--- config.mk ---
export PLATFORM = sky130hd
export DESIGN_NAME = trng_entropy_collector_flat
export DESIGN_NICKNAME = d
export VERILOG_FILES = /design/src/rtl/trng_entropy_collector_if.sv /design/src/rtl/trng_entropy_collector.sv /design/src/flat_wrapper.sv
export SDC_FILE = /design/constraint.sdc
export NUM_CORES = 1
export LEC_CHECK = 0
export BUFFER_PORTS_ARGS = -buffer_cell sky130_fd_sc_hd__buf_2
export CORE_MARGIN = 1.5
export CORE_UTILIZATION = 55
export DETAILED_ROUTE_END_ITERATION = 10
export PLACE_DENSITY = 0.71
export SYNTH_ARGS = -nofsm -noshare
export SYNTH_HDL_FRONTEND = slang
export SYNTH_SLANG_ARGS = --single-unit
--- constraint.sdc ---
create_clock -name clk -period 8.15 [get_ports clk]
set_clock_uncertainty 0.05 [all_clocks]
set_input_delay 1.2225 -clock clk [delete_from_list [all_inputs] [get_ports clk]]
set_output_delay 1.2225 -clock clk [all_outputs]
set_load 0.05 [all_outputs]
--- src/rtl/trng_entropy_collector_if.sv ---
// Conditioner-side read bus of the entropy collector: block handshake and word read port.
interface trng_entropy_collector_if #(
    parameter int unsigned P_DATA_WIDTH = 32,
    parameter int unsigned P_ADDR_WIDTH = 4
);
    logic                    Entropy_Consume;
    logic [P_ADDR_WIDTH-1:0] Rd_Addr;
    logic [P_DATA_WIDTH-1:0] Rd_Data;
    logic                    Entropy_Ready;

    // Conditioner side
    modport master (
        output Entropy_Consume,
        output Rd_Addr,
        input  Rd_Data,
        input  Entropy_Ready
    );

    // Collector side
    modport slave (
        input  Entropy_Consume,
        input  Rd_Addr,
        output Rd_Data,
        output Entropy_Ready
    );
endinterface

--- src/rtl/trng_entropy_collector.sv ---
// Raw noise sampler with RCT/APT health tests, packing healthy bits into one hash block.
module trng_entropy_collector #(
    parameter int unsigned P_DATA_WIDTH = 32,
    parameter int unsigned P_WORDS      = 16,
    parameter int unsigned P_ADDR_WIDTH = 4,
    parameter int unsigned P_RCT_CUTOFF = 32,
    parameter int unsigned P_APT_WINDOW = 512,
    parameter int unsigned P_APT_CUTOFF = 410
) (
    input  logic                           clk,
    input  logic                           Reset,
    input  logic                           Collect_Go,
    input  logic                           raw_bit,
    input  logic                           raw_valid,
    input  logic                           Clear_Fail,
    trng_entropy_collector_if.slave        rd_bus,
    output logic                           Health_Fail,
    output logic [7:0]                     Fail_Count
);
    localparam int unsigned BIT_W     = $clog2(P_DATA_WIDTH);
    localparam int unsigned RCT_W     = $clog2(P_RCT_CUTOFF + 1);
    localparam int unsigned APT_POS_W = $clog2(P_APT_WINDOW);
    localparam int unsigned APT_CNT_W = $clog2(P_APT_WINDOW + 1);

    typedef enum logic [1:0] {IDLE, COLLECT, FULL, FAIL} state_t;

    state_t                  state, state_nxt;
    logic [P_ADDR_WIDTH-1:0] ptr, ptr_nxt;
    logic [BIT_W-1:0]        bit_cnt, bit_cnt_nxt;
    logic [P_DATA_WIDTH-1:0] word, word_nxt;
    logic [RCT_W-1:0]        rct_run, rct_run_nxt;
    logic                    prev_bit, prev_bit_nxt;
    logic [APT_POS_W-1:0]    apt_pos, apt_pos_nxt;
    logic [APT_CNT_W-1:0]    apt_cnt, apt_cnt_nxt;
    logic                    apt_ref, apt_ref_nxt;
    logic [7:0]              fail_count_nxt;
    logic                    mem_we;
    logic [P_DATA_WIDTH-1:0] rd_data_q;
    logic                    ready_q;

    logic [P_DATA_WIDTH-1:0] mem [P_WORDS];

    // Next-state, health tests and word packing
    always_comb begin
        state_nxt      = state;
        ptr_nxt        = ptr;
        bit_cnt_nxt    = bit_cnt;
        word_nxt       = word;
        rct_run_nxt    = rct_run;
        prev_bit_nxt   = prev_bit;
        apt_pos_nxt    = apt_pos;
        apt_cnt_nxt    = apt_cnt;
        apt_ref_nxt    = apt_ref;
        fail_count_nxt = Fail_Count;
        mem_we         = 1'b0;

        case (state)
            IDLE: begin
                if (Collect_Go) begin
                    state_nxt   = COLLECT;
                    ptr_nxt     = '0;
                    bit_cnt_nxt = '0;
                    rct_run_nxt = '0;
                    apt_pos_nxt = '0;
                    apt_cnt_nxt = '0;
                end
            end
            COLLECT: begin
                if (raw_valid) begin
                    word_nxt[bit_cnt] = raw_bit;
                    prev_bit_nxt      = raw_bit;
                    // A zero run length marks the first bit after Go
                    if (rct_run == '0 || raw_bit != prev_bit)
                        rct_run_nxt = RCT_W'(1);
                    else
                        rct_run_nxt = RCT_W'(rct_run + RCT_W'(1));
                    // Window position zero captures the reference bit
                    if (apt_pos == '0) begin
                        apt_ref_nxt = raw_bit;
                        apt_cnt_nxt = APT_CNT_W'(1);
                    end else if (raw_bit == apt_ref) begin
                        apt_cnt_nxt = APT_CNT_W'(apt_cnt + APT_CNT_W'(1));
                    end
                    apt_pos_nxt = (apt_pos == APT_POS_W'(P_APT_WINDOW - 1)) ? '0
                                : APT_POS_W'(apt_pos + APT_POS_W'(1));

                    if (rct_run_nxt == RCT_W'(P_RCT_CUTOFF) ||
                        apt_cnt_nxt == APT_CNT_W'(P_APT_CUTOFF)) begin
                        state_nxt      = FAIL;
                        ptr_nxt        = '0;
                        bit_cnt_nxt    = '0;
                        fail_count_nxt = (Fail_Count == 8'hFF) ? Fail_Count
                                       : 8'(Fail_Count + 8'd1);
                    end else if (bit_cnt == BIT_W'(P_DATA_WIDTH - 1)) begin
                        mem_we      = 1'b1;
                        bit_cnt_nxt = '0;
                        if (ptr == P_ADDR_WIDTH'(P_WORDS - 1)) begin
                            ptr_nxt   = '0;
                            state_nxt = FULL;
                        end else begin
                            ptr_nxt = P_ADDR_WIDTH'(ptr + P_ADDR_WIDTH'(1));
                        end
                    end else begin
                        bit_cnt_nxt = BIT_W'(bit_cnt + BIT_W'(1));
                    end
                end
            end
            FULL: begin
                if (rd_bus.Entropy_Consume) begin
                    state_nxt   = COLLECT;
                    ptr_nxt     = '0;
                    bit_cnt_nxt = '0;
                end
            end
            FAIL: begin
                if (Clear_Fail)
                    state_nxt = IDLE;
            end
            default: state_nxt = IDLE;
        endcase
    end

    // State and registered outputs
    always_ff @(posedge clk) begin
        if (Reset) begin
            state       <= IDLE;
            ptr         <= '0;
            bit_cnt     <= '0;
            word        <= '0;
            rct_run     <= '0;
            prev_bit    <= 1'b0;
            apt_pos     <= '0;
            apt_cnt     <= '0;
            apt_ref     <= 1'b0;
            Fail_Count  <= '0;
            Health_Fail <= 1'b0;
            ready_q     <= 1'b0;
            rd_data_q   <= '0;
        end else begin
            state       <= state_nxt;
            ptr         <= ptr_nxt;
            bit_cnt     <= bit_cnt_nxt;
            word        <= word_nxt;
            rct_run     <= rct_run_nxt;
            prev_bit    <= prev_bit_nxt;
            apt_pos     <= apt_pos_nxt;
            apt_cnt     <= apt_cnt_nxt;
            apt_ref     <= apt_ref_nxt;
            Fail_Count  <= fail_count_nxt;
            Health_Fail <= (state_nxt == FAIL);
            ready_q     <= (state_nxt == FULL);
            rd_data_q   <= mem[rd_bus.Rd_Addr];
        end
    end

    // Block buffer write port; contents need no reset
    always_ff @(posedge clk) begin
        if (mem_we && !Reset)
            mem[ptr] <= word_nxt;
    end

    assign rd_bus.Rd_Data       = rd_data_q;
    assign rd_bus.Entropy_Ready = ready_q;
endmodule

--- src/flat_wrapper.sv ---
// flat-port wrapper written by rule: the top's interface ports become plain ports
module trng_entropy_collector_flat 
#(
    parameter int unsigned P_DATA_WIDTH = 32,
    parameter int unsigned P_WORDS      = 16,
    parameter int unsigned P_ADDR_WIDTH = 4,
    parameter int unsigned P_RCT_CUTOFF = 32,
    parameter int unsigned P_APT_WINDOW = 512,
    parameter int unsigned P_APT_CUTOFF = 410
)
  (clk, Reset, Collect_Go, raw_bit, raw_valid, Clear_Fail, Health_Fail, Fail_Count, rd_bus_Entropy_Consume, rd_bus_Rd_Addr, rd_bus_Rd_Data, rd_bus_Entropy_Ready);
  trng_entropy_collector_if #(.P_DATA_WIDTH(P_DATA_WIDTH), .P_ADDR_WIDTH(P_ADDR_WIDTH)) rd_bus_i ();
  input  logic clk;
  input  logic Reset;
  input  logic Collect_Go;
  input  logic raw_bit;
  input  logic raw_valid;
  input  logic Clear_Fail;
  output logic Health_Fail;
  output logic [7:0] Fail_Count;
  input wire logic [$bits(rd_bus_i.Entropy_Consume)-1:0] rd_bus_Entropy_Consume;
  input wire logic [$bits(rd_bus_i.Rd_Addr)-1:0] rd_bus_Rd_Addr;
  output wire logic [$bits(rd_bus_i.Rd_Data)-1:0] rd_bus_Rd_Data;
  output wire logic [$bits(rd_bus_i.Entropy_Ready)-1:0] rd_bus_Entropy_Ready;
  assign rd_bus_i.Entropy_Consume = rd_bus_Entropy_Consume;
  assign rd_bus_i.Rd_Addr = rd_bus_Rd_Addr;
  assign rd_bus_Rd_Data = rd_bus_i.Rd_Data;
  assign rd_bus_Entropy_Ready = rd_bus_i.Entropy_Ready;
  trng_entropy_collector #(.P_DATA_WIDTH(P_DATA_WIDTH), .P_WORDS(P_WORDS), .P_ADDR_WIDTH(P_ADDR_WIDTH), .P_RCT_CUTOFF(P_RCT_CUTOFF), .P_APT_WINDOW(P_APT_WINDOW), .P_APT_CUTOFF(P_APT_CUTOFF)) u_core (.clk(clk), .Reset(Reset), .Collect_Go(Collect_Go), .raw_bit(raw_bit), .raw_valid(raw_valid), .Clear_Fail(Clear_Fail), .rd_bus(rd_bus_i), .Health_Fail(Health_Fail), .Fail_Count(Fail_Count));
endmodule
==> metrics.yaml <==
track_usage_pct: 23.2
max_cap_violations: 0
fmax_mhz: 197
io_buffer_count: 52
ctsRootBufferMaster: "clkbuf_16"
synth-edff-count: 512
overflow: 0
ys_async_sr_fraction_pct: 0
path_clk_slew_ns: 0.06
htree_num_levels: 2
finalCritPeriodShare_pct: 62.4
die_h_um: 213
drcViolationCount: 0
syn-num-nets: 1314
cp-end-kind: "flip-flop"
cts_tree: "yes"
grt_max_degree: 73
fin_cells: 1995
die_x_um: 213
die-area_um2: 45400
ant_nets: 0
clk_latency_ns: 0.63
finalHoldViolations: 0
cp-startpoint: "raw_bit"
setup_viol: 0
leakage_nw: 8.05
worst_r2r_path_depth: 10
via_per_inst: 6.07
r2r_end: "u_core.mem[13][21]"
grt_pass1_vias: 12000
rsz0062_at_grt: "false"
cts_sinks: 624
worstPathRequired_ns: 8.37
gp_congestion: 0.832
drt_iter0_drc: 1509
wl_per_cell_um: 25.2
io_pins: 53
synthesis.yosys.warnings: 0
rows: 76
drt-total-wl_mm: 50.3
cts_buffers: 61
antennaDiodeCount: 0
cp.arrival_ns: 5.31
ff2ff_setup_slack_ns: 3.74
ys_seq_area_share_pct: 72.5
ir_drop_uv: 161
ys_types: 54
syn_to_final_growth_pct: 12.8
fin_setup_tns_ns: 0
initial_core_util_pct: 56.0
clock_path_buffers: 3
drv_slew: 0
dp.cells: 1879
critPathKind: "in2reg"
r2r_start: "u_core.apt_cnt[0]"
num_vias: 12100
worstMarginPinSlew_ns: 1.08
critPathLaunchType: "primary input"
postCtsHoldBufs: 0
antenna_found_initial: 3
power.density_nw_per_um2: 237
synth_cells: 1287
ys.flop_type: "edfxtp_1"
hold_path_class: "reg2reg"
synth_seq_cells: 624
grt_pass1_wl_mm: 76.1
cts_resized: 0
drive_gt1_share_pct: 27.9
post-route-util_pct: 63.1
fp.coreArea_um2: 43400
cts_setup_buffers: 0
crit_end: "u_core.mem[13][21]"
worstHoldPathCells: 2
dp_hpwl_mm: 28.6
status: "finished clean"
dr.pass1.iters: 5
final.min_clock_period_ns: 5.09
crit_path_max_fanout: 37
nets: 1384
synth_area_per_cell_um2: 18.9
netlist_area_um2: 24300
relSlewSlack_pct: 28.2
## state kept, by name, summed over array words and instances (netlist names)
| register | cells |
|---|---|
| u_core.ptr | 4 |
| u_core.state | 2 |
| u_core.prev_bit | 1 |
| u_core.Health_Fail | 1 |
| u_core.bit_cnt | 5 |
| u_core.apt_pos | 9 |
| u_core.rd_bus.Entropy_Ready | 1 |
| u_core.Fail_Count | 8 |
| u_core.rd_bus.Rd_Data | 32 |
| u_core.mem | 512 |
| u_core.apt_cnt | 10 |
| u_core.rct_run | 6 |
| u_core.apt_ref | 1 |
| u_core.word | 32 |
## worst min path at each step
stage                               startpoint                    to  slack [ns]
after floorplan                u_core.prev_bit       u_core.prev_bit        0.40
after global placement    u_core.Fail_Count[4]  u_core.Fail_Count[4]        0.43
after detailed placement       u_core.prev_bit       u_core.prev_bit        0.43
after CTS                      u_core.prev_bit       u_core.prev_bit        0.45
after global routing           u_core.prev_bit       u_core.prev_bit        0.47
final                          u_core.prev_bit       u_core.prev_bit        0.45
## report_power, final
group          leakage [nW]  switching [mW]  internal [mW]
clock                  1.02            1.19           1.72
combinational          2.08           0.109         0.0534
sequential             4.95         0.00534           3.41
## final cells by class
type                       instances  area [um2]
clock inverter                    47         522
multi-input combinational        580        6430
inverter                          16        60.1
fill                            3023       16000
clock buffer                      69        1590
sequential                       624       17600
tap                              585         732
timing repair buffer              74         437
## critical path: stages
cell	delay, ns
buf_2	0.53
xor2_2	0.30
or4_1	0.64
xnor2_1	0.16
or4_1	0.12
o31a_1	0.14
buf_4	0.28
nand2_1	0.54
nor3_2	0.86
buf_4	0.47
## cell usage after synthesis (16+ instances only)
cell type / instances / share of area, %
a21oi_1: 17 / 0.35
and2_1: 66 / 1.7
clkbuf_1: 50 / 0.77
dfxtp_1: 112 / 9.2
edfxtp_1: 512 / 63
ha_1: 16 / 0.82
inv_1: 16 / 0.25
mux2_2: 32 / 1.5
mux4_2: 160 / 15
nand2_1: 40 / 0.62
nand3_1: 38 / 0.78
nor2_1: 48 / 0.74
nor3_1: 16 / 0.33
o21ai_0: 24 / 0.49
## per-layer routing
metal  track usage, %  share of wire [%]
met1             35.1                 43
met4             5.01                1.3
met5                0                  0
met3             4.34                7.8
met2             35.7                 48
## cell usage in the layout (no fill, tap or decap), types with 6 or more instances in the layout
| cell | instances |
|---|---|
| clkinvlp_4 | 8 |
| mux2i_1 | 7 |
| and2_1 | 66 |
| nor2_1 | 47 |
| nand2_1 | 40 |
| o31ai_1 | 13 |
| nor3_2 | 12 |
| buf_4 | 23 |
| nand2b_1 | 6 |
| buf_2 | 50 |
| clkinv_2 | 17 |
| ha_1 | 16 |
| inv_1 | 15 |
| nand3_1 | 38 |
| and3_1 | 14 |
| clkbuf_16 | 61 |
| clkinv_1 | 8 |
| mux2_2 | 32 |
| a21oi_1 | 17 |
| bufinv_16 | 10 |
| mux4_2 | 160 |
| edfxtp_1 | 512 |
| or4_1 | 6 |
| dfxtp_1 | 112 |
| xnor2_1 | 6 |
| o21ai_0 | 24 |
| xor2_1 | 6 |
## per-stage QoR
step	setup slack [ns]	hold slack, ns	power, mW	instance area (um2)
6_report	3.06	0.453	6.49	27400
5_1_grt	2.83	0.470	6.68	27400
4_1_cts	3.09	0.452	6.54	27400
3_5_place_dp	2.51	0.434	3.65	25300
3_3_place_gp	2.58	0.431	3.65	25300
2_1_floorplan	1.58	0.398	3.61	24300
## cell families (layout without fill, tap and decap cells)
kind of cell               count (synthesis)  after routing  synth area share [%]
muxes                                    199            199                  16.6
AOI/OAI and AO/OA                         86             86                  2.33
DFF                                      624            624                  72.5
adders and majority gates                 16             16                 0.824
xor gates and xnor gates                  13             13                 0.500
buffers and inverters                     83            206                  1.35
and+or+nand+nor                          266            266                  5.84
Note: power is estimated with default switching activity, not from simulation.
